--- config.mk ---
export PLATFORM = sky130hd
export DESIGN_NAME = tlb_value_memory_multiport
export DESIGN_NICKNAME = d
export VERILOG_FILES = /design/src/rtl/tlb_value_memory_multiport.sv
export SDC_FILE = /design/constraint.sdc
export NUM_CORES = 1
export LEC_CHECK = 0
export CORE_MARGIN = 4
export CORE_UTILIZATION = 50
export DETAILED_ROUTE_END_ITERATION = 6
export GPL_ROUTABILITY_DRIVEN = 0
export GPL_TIMING_DRIVEN = 1
export PLACE_DENSITY = 0.73
export SYNTH_ARGS = -nofsm -noshare
export SYNTH_HDL_FRONTEND = slang
export SYNTH_SLANG_ARGS = --single-unit
--- constraint.sdc ---
create_clock -name clock -period 3.9 [get_ports clock]
set_input_delay 1.17 -clock clock [delete_from_list [all_inputs] [get_ports clock]]
set_output_delay 1.17 -clock clock [all_outputs]
set_load 0.01 [all_outputs]
--- src/rtl/tlb_value_memory_multiport.sv ---
// TLB value store: DEPTH x {valid, data} RAM, READ_PORTS read ports plus one write-first read/write port.
// Latency: 1 cycle on every read output; flush engine clears one entry per cycle (DEPTH cycles).
// Backpressure: writeReady low while flushing; writes offered then are dropped and must be retried.
module tlb_value_memory_multiport #(
    parameter int DATA_WIDTH    = 22,
    parameter int ADDRESS_WIDTH = 5,
    parameter int READ_PORTS    = 2,
    parameter int READ_BYPASS   = 0
) (
    input  logic                                clock,
    input  logic                                reset,
    input  logic [READ_PORTS*ADDRESS_WIDTH-1:0] readIndex,
    output logic [READ_PORTS*DATA_WIDTH-1:0]    readData,
    output logic [READ_PORTS-1:0]               readValid,
    input  logic [ADDRESS_WIDTH-1:0]            writeIndex,
    input  logic [DATA_WIDTH-1:0]               writeData,
    input  logic                                writeValid,
    input  logic                                writeEnable,
    output logic                                writeReady,
    output logic [DATA_WIDTH-1:0]               writeReadData,
    output logic                                writeReadValid,
    input  logic                                flushRequest,
    output logic                                flushBusy
);

    localparam int DEPTH = 1 << ADDRESS_WIDTH;

    typedef enum logic {
        ST_IDLE  = 1'b0,
        ST_FLUSH = 1'b1
    } state_t;

    state_t                                state_q, state_d;
    logic [ADDRESS_WIDTH-1:0]              cnt_q, cnt_d;
    logic [READ_PORTS-1:0][DATA_WIDTH:0]   rd_q, rd_d;
    logic [DATA_WIDTH:0]                   wr_rd_q, wr_rd_d;

    // Entry layout: {valid, data}. Not reset so it can map onto a RAM macro.
    logic [DATA_WIDTH:0]                   mem [DEPTH];

    logic                                  user_wr;
    logic                                  ram_we;
    logic [ADDRESS_WIDTH-1:0]              ram_waddr;
    logic [DATA_WIDTH:0]                   ram_wdat;

    assign flushBusy  = (state_q == ST_FLUSH);
    assign writeReady = !flushBusy;

    // Flush sequencer: sweep every entry once; further requests are ignored until the sweep ends.
    always_comb begin
        state_d = state_q;
        cnt_d   = cnt_q;
        case (state_q)
            ST_IDLE: begin
                if (flushRequest) begin
                    state_d = ST_FLUSH;
                    cnt_d   = '0;
                end
            end
            ST_FLUSH: begin
                // Counter wraps to zero on the same edge that clears the last entry.
                cnt_d = cnt_q + ADDRESS_WIDTH'(1);
                if (cnt_q == {ADDRESS_WIDTH{1'b1}}) begin
                    state_d = ST_IDLE;
                end
            end
            default: begin
                state_d = ST_FLUSH;
                cnt_d   = '0;
            end
        endcase
    end

    // Single RAM write port shared by the flush engine and user writes; flush has priority.
    always_comb begin
        user_wr   = writeEnable && writeReady;
        ram_we    = flushBusy || user_wr;
        ram_waddr = flushBusy ? cnt_q : writeIndex;
        ram_wdat  = flushBusy ? '0 : {writeValid, writeData};
    end

    // Next read-port values: old contents, or forwarded write data when bypass is enabled.
    always_comb begin
        rd_d = '0;
        for (int p = 0; p < READ_PORTS; p++) begin
            rd_d[p] = mem[readIndex[p*ADDRESS_WIDTH +: ADDRESS_WIDTH]];
            if ((READ_BYPASS != 0) && ram_we &&
                (readIndex[p*ADDRESS_WIDTH +: ADDRESS_WIDTH] == ram_waddr)) begin
                rd_d[p] = ram_wdat;
            end
        end
        // Read/write port is write-first for user writes only; flush writes show the stored entry.
        wr_rd_d = user_wr ? {writeValid, writeData} : mem[writeIndex];
    end

    // Unpack registered read-port entries onto the flat output buses.
    always_comb begin
        readData  = '0;
        readValid = '0;
        for (int p = 0; p < READ_PORTS; p++) begin
            readData[p*DATA_WIDTH +: DATA_WIDTH] = rd_q[p][DATA_WIDTH-1:0];
            readValid[p]                         = rd_q[p][DATA_WIDTH];
        end
        writeReadData  = wr_rd_q[DATA_WIDTH-1:0];
        writeReadValid = wr_rd_q[DATA_WIDTH];
    end

    // RAM write; suppressed while reset is held so reset never disturbs contents.
    always_ff @(posedge clock) begin
        if (reset && ram_we) begin
            mem[ram_waddr] <= ram_wdat;
        end
    end

    // Control and output registers; reset lands in FLUSH so the table is cleared after power-up.
    always_ff @(posedge clock or negedge reset) begin
        if (!reset) begin
            state_q <= ST_FLUSH;
            cnt_q   <= '0;
            rd_q    <= '0;
            wr_rd_q <= '0;
        end else begin
            state_q <= state_d;
            cnt_q   <= cnt_d;
            rd_q    <= rd_d;
            wr_rd_q <= wr_rd_d;
        end
    end

endmodule

==> results, run 1 <==
- The max-slew violation count was 0.
- Among all stages on the critical path, the largest delay is contributed by sky130_fd_sc_hd__dfstp_2.
- The first global-routing pass estimated between 150000 and 200000 um of wire.
- The net count of the finished layout is around 2500.
- The sum of net half-perimeters after detailed placement is 82100 um.
- The largest voltage drop on the vdd net is 0.367 mV.
- The fmax is ~0.31 GHz.
- Setup repair after global routing left no endpoint under its margin.
- The worst pin sits at a relative slew slack of roughly two fifths.
- The required time at the worst-slack endpoint is ~2.7 ns.
- The cell taking the most area after synthesis is sky130_fd_sc_hd__edfxtp_1.
- The number of antenna violations at the first check in global routing is 6.
- In this run the horizontal extent of the chip is roughly 300 um.
- The standard cell core area is about 84000 um2.
- The signal on the critical path passes through inv_1 -> clkdlybuf4s50_1.
- The most common cell in the netlist is sky130_fd_sc_hd__edfxtp_1.
- The area taken by flip-flops and latches is 24000 um2.
- In the synthesized netlist the async set-or-reset flop fraction comes to under 10%.
- The clock passes through at most 3 buffers.
- The worst setup path is captured at a primary output.
- During placement, the flow inserted port buffers numbering between 100 and 150.
- The delay of the slowest cell on the worst path is between 0.6 and 0.7 ns.
- The number of cells produced by synthesis is approximately 2300.
- The layout has between 5000 and 6000 filler cells.
- The fraction of the core area covered by cells at the end of the flow is about three fifths.
- After detailed routing, the average wire length per cell comes to 36.9 um.
- The post-route clock period utilization is roughly 80%.
- The type of the worst setup path is reg -> out.
- The share of cells above drive strength 1 is 34.0%.
- The post-route DRC violation count is 0.
- During I/O placement, the number of pins put on the boundary was 113.
- The family with the most delay on the worst path is buffers and inverters.
- Row generation in the floorplan step produced 106 rows.
- Counting flops with a built-in enable in the synthesized netlist gives between 700 and 800.
- Across the run, the number of max-cap violations was 0.
- The total track usage is a little under a third.
- The H-tree depth is 3.
- In this run the clock root is driven by a sky130_fd_sc_hd__clkbuf_16.
- The total wire length is around 140000 um.
- The sequential element share of the synthesized area is about 57%.
- The reported leakage power is roughly 0.017 uW.
- The most frequently used flop master after synthesis is sky130_fd_sc_hd__edfxtp_1.
- The average cell area after synthesis is around 18 um2.
- The final setup violation count is 0.
- The final total negative setup slack is 0 ns.
- The die covers between 80000 and 90000 um2.
- By area the synthesized netlist is led by sky130_fd_sc_hd__edfxtp_1 52%, sky130_fd_sc_hd__mux4_2 25%, sky130_fd_sc_hd__mux2i_1 8.8%.
- The arrival time of data at the critical path endpoint is 2.03 ns.
- The worst-path maximum fanout is 9.
- The kind of start point of the critical path is a flip-flop.
- From synthesis to final layout, the design area changed by 15.8%.
- The slew at the pin closest to its max-slew limit is slightly below 0.9 ns.
- Summing every instance area after synthesis gives around 42000 um2.
- The initial standard-cell utilization of the core is between 50% and 60%.
- The count of distinct cell types in the synthesized netlist is 30.
- The maximum number of pins on one net before global-route repair is 64.
- The share of Yosys cell area claimed by the top area cell type is about 52%.
- After layout, the minimum clock period comes to roughly 3.2 ns.
- The pre-antenna-repair detailed-routing pass consisted of 6 iterations.
- The warning count from the yosys run is 0.
- The clock drives just over 800 sinks.
- The number of clock buffers inserted by TritonCTS is 84.
- Counting both buffers and inverters, the worst setup path holds a total of 2.
- The minimum hold slack is approximately 0.5 ns.
- The worst-skew pair later-pin latency is about 0.65 ns.
- After synthesis the netlist holds a flip-flop and latch count of 811.
- The iteration-0 DRC count of the detailed router is between 4000 and 5000.
- The placed cell area is about 46000 um2.
- The total of hold buffers inserted after clock tree synthesis is 0.
- The via count of the first global-routing pass was 27300.
- The commonest cells after synthesis are 736 x sky130_fd_sc_hd__edfxtp_1, 460 x sky130_fd_sc_hd__mux4_2, 370 x sky130_fd_sc_hd__mux2i_1, 104 x sky130_fd_sc_hd__clkbuf_1, 92 x sky130_fd_sc_hd__a22oi_1.
- The total vias in the final route is approximately 27000.
- The total setup buffers inserted after CTS is 0.
- TritonCTS built the clock tree.
- The cell area after layout is approximately 49000 um2.
- The type of the most critical hold path is in -> async.
- The area occupied by multi-input gates is 17600 um2.
- The number of nets still failing antenna checks after routing is 0.
- Synthesis produced a netlist with a net count of about 2400.
- Between clock sinks in the finished design, the worst skew comes to 0.0244 ns.
- The floorplan die height is between 200 and 300 um.
- For this design the ratio of total power to cell area is 474 nW/um2.
- The number of gates resized after CTS was 0.
- The flow ran to the end, and the final reports show no timing, DRC or antenna violations.
- Clock-pin slew was measured on the worst setup and hold paths at about 0.060 ns.
- The number of vias per cell is between 7 and 8.
- The final hold violation count is 0.
- The residual overflow from global routing is 0.
==> area by class of cell <==
class / instances / area share (%)
Antenna cell: 3 / 0.0153
Clock buffer: 101 / 4.64
Clock inverter: 56 / 1.17
Inverter: 2 / 0.0153
Multi-Input combinational cell: 1285 / 35.9
Sequential cell: 811 / 49.0
Tap cell: 1134 / 2.90
Timing Repair Buffer: 273 / 6.31
==> logic make-up after synthesis <==
logic type | count (synthesis) | synth area share [%]
AOI/OAI and AO/OA | 289 | 5.08
xor gates and xnor gates | 1 | 0.0207
adders and majority gates | 2 | 0.0592
buffers and inverters | 210 | 2.33
DFF | 811 | 56.7
muxes | 877 | 34.5
and+or+nand+nor | 116 | 1.23
==> through the flow <==
stage / worst slack (ns) / total power (uW) / cells
2_1_floorplan: 0.252 / 13000 / 2306
3_3_place_gp: 0.284 / 14900 / 3505
3_5_place_dp: 0.276 / 15000 / 3505
4_1_cts: 0.685 / 23200 / 3662
5_1_grt: 0.626 / 23800 / 3662
6_report: 0.704 / 23200 / 3665
==> state kept, by name (all words and copies together) (netlist names) <==
signal,cells
cnt_q,5
flushBusy,1
mem,736
readData,44
readValid,2
wr_rd_q,23
==> path summary, 6_finish.rpt <==
path / depth (start not counted) / endpoint / slack, ns / start
hold reg to reg: 1 / cnt_q[0] / 0.59 / cnt_q[0]
max in group asynchronous: 2 / readData[18] / 2.62 / reset
setup / recovery: 2 / writeReady / 0.70 / flushBusy
min in group clock: 1 / cnt_q[0] / 0.59 / cnt_q[0]
hold / removal: 1 / wr_rd_q[22] / 0.49 / reset
setup reg to reg: 7 / mem[13][1] / 1.21 / flushBusy
==> cell usage in the layout (no fill, tap or decap), types with 47 or more instances in the layout <==
master	instances
sky130_fd_sc_hd__mux4_2	460
sky130_fd_sc_hd__mux2i_1	370
sky130_fd_sc_hd__edfxtp_1	736
sky130_fd_sc_hd__mux2_2	47
sky130_fd_sc_hd__dfrtp_1	74
sky130_fd_sc_hd__buf_4	103
sky130_fd_sc_hd__buf_12	61
sky130_fd_sc_hd__clkdlybuf4s50_1	100
sky130_fd_sc_hd__clkbuf_16	87
sky130_fd_sc_hd__a21oi_1	47
sky130_fd_sc_hd__a22oi_1	92
==> routing by layer <==
metal	vias up	routed length [um]	global-route usage [%]	part of all wire [%]
met5	-	0	0	0
met4	0	6440	12.3	4.8
met3	384	19200	7.74	14
met2	2304	61400	45.6	45
met1	13900	48300	42.7	36
li1	10300	-	-	-
==> power by group <==
| part | switching (uW) | total (uW) | leakage (uW) | internal (uW) |
|---|---|---|---|---|
| clock network | 3500 | 8290 | 0.00139 | 4790 |
| registers | 431 | 10700 | 0.00770 | 10300 |
| logic | 2390 | 4170 | 0.00758 | 1780 |
Note: power is estimated with default switching activity, not from simulation.
==> run 2, diff against run 1 <==
--- a/config.mk
+++ b/config.mk
@@ -10,7 +10,7 @@
 export DETAILED_ROUTE_END_ITERATION = 6
 export GPL_ROUTABILITY_DRIVEN = 0
 export GPL_TIMING_DRIVEN = 1
-export PLACE_DENSITY = 0.73
+export PLACE_DENSITY = 0.75
 export SYNTH_ARGS = -nofsm -noshare
 export SYNTH_HDL_FRONTEND = slang
 export SYNTH_SLANG_ARGS = --single-unit
==> constraint.sdc (replaced) <==
create_clock -name clock -period 2.9 [get_ports clock]
set_input_delay 0.87 -clock clock [delete_from_list [all_inputs] [get_ports clock]]
set_output_delay 0.87 -clock clock [all_outputs]
set_load 0.01 [all_outputs]
==> run 2 against run 1 <==
  * Die area stayed put
  * Combinational power is 47% higher
  * Worst setup slack worse by 0.54 ns
  * Sequential power is 35% higher
  * Clock power is 33% higher
  * Critical endpoint is now flushBusy
  * Largest cell class unchanged
==> results, run 2 (synthesis results as in run 1) <==
- For the pin with the worst max-slew slack, the measured transition is 0.766 ns.
- The number of top-level pins is 113.
- In this run the worst path has a maximum fanout of 5.
- Detailed placement ended at an HPWL of about 86000 um.
- The floorplan step defined a die boundary enclosing 89200 um2.
- The final setup violation count is 0.
- OpenSTA, run right after detailed placement, puts the worst setup slack at -0.372 ns.
- Data on the critical path arrives at its endpoint at roughly 1.9 ns.
- Measured along the y axis, the die boundary spans roughly 300 um.
- The fmax is ~0.37 GHz.
- CTS saw 811 sinks.
- Leaving out fill and tap cells, the most frequent cells in the layout are 736 x sky130_fd_sc_hd__edfxtp_1, 460 x sky130_fd_sc_hd__mux4_2, 370 x sky130_fd_sc_hd__mux2i_1.
- The cell area after layout is 50400 um2.
- From left edge to right edge, the die measures approximately 300 um.
- The fraction of the core area covered by cells at the end of the flow is about three fifths.
- Clock skew on the completed layout was measured at roughly 0.029 ns.
- The number of antenna violations at the first check in global routing is 5.
- After layout, the minimum clock period comes to 2.74 ns.
- The count of nets left with antenna violations once routing finished came out at 0.
- The number of flip-flops in the largest register is approximately 740.
- Compared with the post-synthesis result, the final layout area differs by 19.3%.
- The register containing the most flip-flops in the final layout is mem.
- The most common library cell in the layout ignoring fill and taps is sky130_fd_sc_hd__edfxtp_1.
- In the final routed layout, each cell accounts on average for between 30 and 40 um.
- The post-route clock period utilization is between 90% and 100%.
- The residual overflow from global routing is 0.
- Entering global routing, the biggest net connects 47 pins.
- For this configuration, the core starts out at a cell density of approximately half.
- For this block, the via count after detailed routing is ~27000.
- The via count of the first global-routing pass is about 28000.
- The H-tree depth is 3.
- By startpoint and endpoint, the worst setup path is classified as reg -> out.
- Excluding fillers, the count of instances in the completed layout stands at roughly 3800.
- The placed cell area is 47500 um2.
- For this run, the total global-route usage over all layers was measured as between 30% and 40%.
- Headroom to the max-slew limit came out at between 40% and 50%.
- The depth of the worst register-to-register path is 8.
- Before antenna repair, the detailed router went through 6 iterations.
- The total of hold buffers inserted after clock tree synthesis is 0.
- The clock tree buffer depth is 3.
- The final hold violation count came to 0.
- The number of clock buffers inserted by TritonCTS is 85.
- Port buffering added around 110 buffers.
- IR analysis of the VDD net gives a maximum drop of around 0.55 mV.
- The CTS tree is built.
- The tool flagged a number of max-cap violations equal to 0.
- In this run, placement finished with an instance count of 3612.
- The clock-pin transition on the worst setup and hold timing paths is 0.06 ns.
- The iteration-0 DRC count of the detailed router is roughly 4000.
- The worst setup path is captured at a primary output.
- STA puts the critical path data required time at about 2.0 ns.
- The slack of the worst reg-to-reg path is between 0.4 and 0.5 ns.
- The floorplan has about 110 rows.
- The root cell of the clock tree is sky130_fd_sc_hd__clkbuf_16.
- The number of vias per cell is about 7.2.
- The ratio of total power to cell area is between 600 and 700 nW/um2.
- The standard cell core area is 83700 um2.
- After layout, the worst setup slack is roughly 0.16 ns.
- The type of the most critical hold path is in -> async.
- Hold is met by approximately 0.11 ns.
- In this run the critical register-to-register path is launched from flushBusy.
- The max-slew violation count is 0.
- The worst setup path is launched from a flip-flop.
- The worst register-to-register path ends at mem[19][2].
- The first global-routing pass estimated approximately 200000 um of wire.
- The post-route DRC violation count is 0.
- The total wire length is roughly 140000 um.
- At the end of the flow, the number of nets in the layout was 2613.
- Clock latency on the worst-skew pair, taken at its later pin, is ~0.65 ns.
- The flow ran to the end, and the final reports show no timing, DRC or antenna violations.
- Setup repair after global routing left no endpoint under its margin.
- The share of cells above drive strength 1 is 36.6%.
- The reported leakage power is ~0.017 uW.
[run 2: cell count changes in the layout (fill, tap and decap cells not counted), sizes merged]
| cell | delta |
|---|---|
| buf | +111 |
| bufinv | -5 |
| clkbuf | +18 |
| clkinv | -5 |
| clkinvlp | -3 |
| inv | -2 |
[run 2: worst max path at each step]
stage / startpoint / to / slack (ns) / cells past startpoint
final: flushBusy / flushBusy / 0.16 / 2
after CTS: flushBusy / writeReady / 0.003 / 2
after detailed placement: writeIndex[2] / wr_rd_q[6] / -0.37 / 8
after floorplan: writeIndex[0] / mem[15][0] / -0.18 / 7
after global routing: flushBusy / flushBusy / 0.12 / 2
after global placement: writeIndex[2] / wr_rd_q[6] / -0.34 / 8
[run 2: repair_timing]
| action | CTS | global route |
|---|---|---|
| setup endpoints to repair | 0 | 1 |
| resized for setup | 0 | 0 |
| buffers inserted | 0 | 4 |
[run 2: final cells by class]
| type | count | area, um2 |
|---|---|---|
| Antenna cell | 3 | 7.51 |
| Clock buffer | 119 | 2490 |
| Clock inverter | 41 | 342 |
| Fill cell | 5823 | 33300 |
| Inverter | 2 | 7.51 |
| Multi-Input combinational cell | 1285 | 17600 |
| Sequential cell | 811 | 24000 |
| Tap cell | 1134 | 1420 |
| Timing Repair Buffer | 384 | 4600 |
[run 2: worst max-delay path, cell delays in order, from the launching register on]
cell                              delay, ns
sky130_fd_sc_hd__dfstp_2               0.57
sky130_fd_sc_hd__buf_4                 0.13
sky130_fd_sc_hd__clkdlybuf4s50_1       0.53
[run 2: per-layer routing]
metal	up-vias	part of all wire, %	GRT usage (%)
met5	-	0.020	0
met4	4	5.4	13.6
met3	423	15	9.84
met2	2440	44	45.4
met1	14000	35	41.4
li1	10500	-	-
[run 2: power by group]
part / leakage, uW / switching, uW / internal [uW]
registers: 0.00770 / 563 / 13800
clock network: 0.00140 / 4610 / 6390
logic: 0.00832 / 3360 / 2760
total: 0.0174 / 8530 / 23000
[run 2: through the flow]
stage                     power [uW]  TNS [ns]
final                          31500         0
after global routing           32400         0
after CTS                      31500         0
after detailed placement       20600     -9.24
after global placement         20400     -3.80
after floorplan                17500   -124.11
==> patch, RTL diff (settings of run 2) <==
Change the parameter `READ_PORTS` from 2 to 1.
--- a/src/rtl/tlb_value_memory_multiport.sv
+++ b/src/rtl/tlb_value_memory_multiport.sv
@@ -6,3 +6,3 @@
     parameter int ADDRESS_WIDTH = 5,
-    parameter int READ_PORTS    = 2,
+    parameter int READ_PORTS    = 1,
     parameter int READ_BYPASS   = 0
Interface: changed (resized readData, readIndex and readValid); port bits go from 113 to 85. No check against the original RTL was run, so the function may have changed too.
==> patch against run 2 <==
Power down 6.6%; highest routed layer is now met4; final area down 14%; cell count down 14%; combinational power down 23%; sequential cell count down 23; synthesized cell count down 14%; count of clock-buffer cells in the layout down 17; wire length down 19%; register-to-register slack better by 0.02 ns; synthesized area down 15%; core utilization up 0.73 points; setup slack worse by 0.079 ns.
==> patch: results (changes against run 2) <==
* Finished Cell Area at 43,510 um^2 (was 50,420 um^2)
* Placed Instances at 3,098 (was 3,612)
* Buffers outside the clock class at 329 (was 384)
* Vias per cell at 6.887 (was 7.248)
* Reg2reg path depth at 5 (was 8)
* Worst R2R Setup Slack at 0.48 ns (was 0.46 ns)
* Post-CTS Setup Inserts at 2 (was 0)
* Nets at 2,273 (was 2,613)
* Slowest cell on crit path: dfstp_4 (was dfstp_2)
* Routed met1 length at 38,750 um (was 47,900 um)
* Seq_cells at 788 (was 811)
* Top post-synthesis cells by area: edfxtp_1 (61%), mux4_2 (14%), mux2i_1 (10%) (was edfxtp_1 (52%), mux4_2 (25%), mux2i_1 (8.8%))
* CLK BUF at 102 (was 119)
* Relative slew slack at 16.83% (was 48.96%)
* Ant diodes at 1 (was 3)
* Area of the multi-input gates at 12,140 um^2 (was 17,570 um^2)
* Layout cells sized above 1 at 29.19% (was 36.64%)
* Crit Path Max Fanout at 9 (was 5)
* Utilization after layout at 60.97% (was 60.24%)
* Data buffer area share at 9.227% (was 9.118%)
* Arr. time, crit path at 1.95 ns (was 1.87 ns)
* Initial antenna violation count at 3 (was 5)
* Met2 usage at 44.22% (was 45.35%)
* Met3 track demand over resource at 7.599% (was 9.837%)
* Tot GR Track Use at 28.30% (was 30.44%)
* Routed wl met2 at 51,430 um (was 60,570 um)
* Post-Syn Area per Cell at 18.20 um^2 (was 18.33 um^2)
* Clk_lat worst skew at 0.63 ns (was 0.65 ns)
* Internal power at 0.02193 W (was 0.02298 W)
* Register share of the cell area at 53.79% (was 47.56%)
* Layout filler cell count at 4,957 (was 5,823)
* IO buf count at 84 (was 112)
* VDD IR-drop max at 553.5 uV (was 548.3 uV)
* 1st-iter DRT viols at 3,517 (was 3,998)
* Worst hold slack at 0.09285 ns (was 0.1091 ns)
* Leakage at 15.24 nW (was 17.42 nW)
* Vias at 22,380 (was 27,390)
* Vias in the first global route at 23,050 (was 28,090)
* Worst setup path end: writeReady (was flushBusy)
* Multi-input gates at 1,032 (was 1,285)
* Status: complete, no violations (unchanged)
* CP peak stage delay at 0.71 ns (was 0.57 ns)
* Reg2reg end: mem[24][12] (was mem[19][2])
* Seq group at 0.0139 W (was 0.0144 W)
* Most frequent cells after synthesis: edfxtp_1 (736), mux2i_1 (370), mux4_2 (230) (was edfxtp_1 (736), mux4_2 (460), mux2i_1 (370))
* M1 GR Usage at 37.83% (was 41.45%)
* Wirelength per Cell at 33.78 um (was 36.04 um)
* Layout Skew at 0.02092 ns (was 0.02908 ns)
* ClkCell Share at 6.326% (was 5.624%)
* Post-cts sizing count at 2 (was 0)
* DR top layer: met4 (was met5)
patch: changes by cell type in the layout (fill, tap and decap cells not counted), moves of 5 or more:
| cell | run 2 | this run |
|---|---|---|
| buf_4 | 160 | 140 |
| buf_12 | 115 | 107 |
| bufinv_16 | 4 | 13 |
| clkbuf_16 | 92 | 82 |
| clkdlybuf4s50_1 | 100 | 77 |
| dfrtp_1 | 74 | 51 |
| mux2_2 | 47 | 24 |
| mux4_2 | 460 | 230 |
| clkbuf_8 | 11 | 6 |
| clkinv_1 | 6 | 12 |
| clkinv_2 | 21 | 16 |
patch: cells by family after synthesis:
kind of cell / share of synthesized area (%)
xor gates and xnor gates: 0.02435
adders and majority gates: 0.06955
and+or+nand+nor: 1.450
AOI/OAI and AO/OA: 5.965
buffers and inverters: 1.986
muxes: 25.45
DFF: 65.06
patch: critical path: cells and delay by family (launching register included):
| kind | cells | cell delay, ns |
|---|---|---|
| buffers and inverters | 2 | 0.61 |
| flip-flops | 1 | 0.71 |
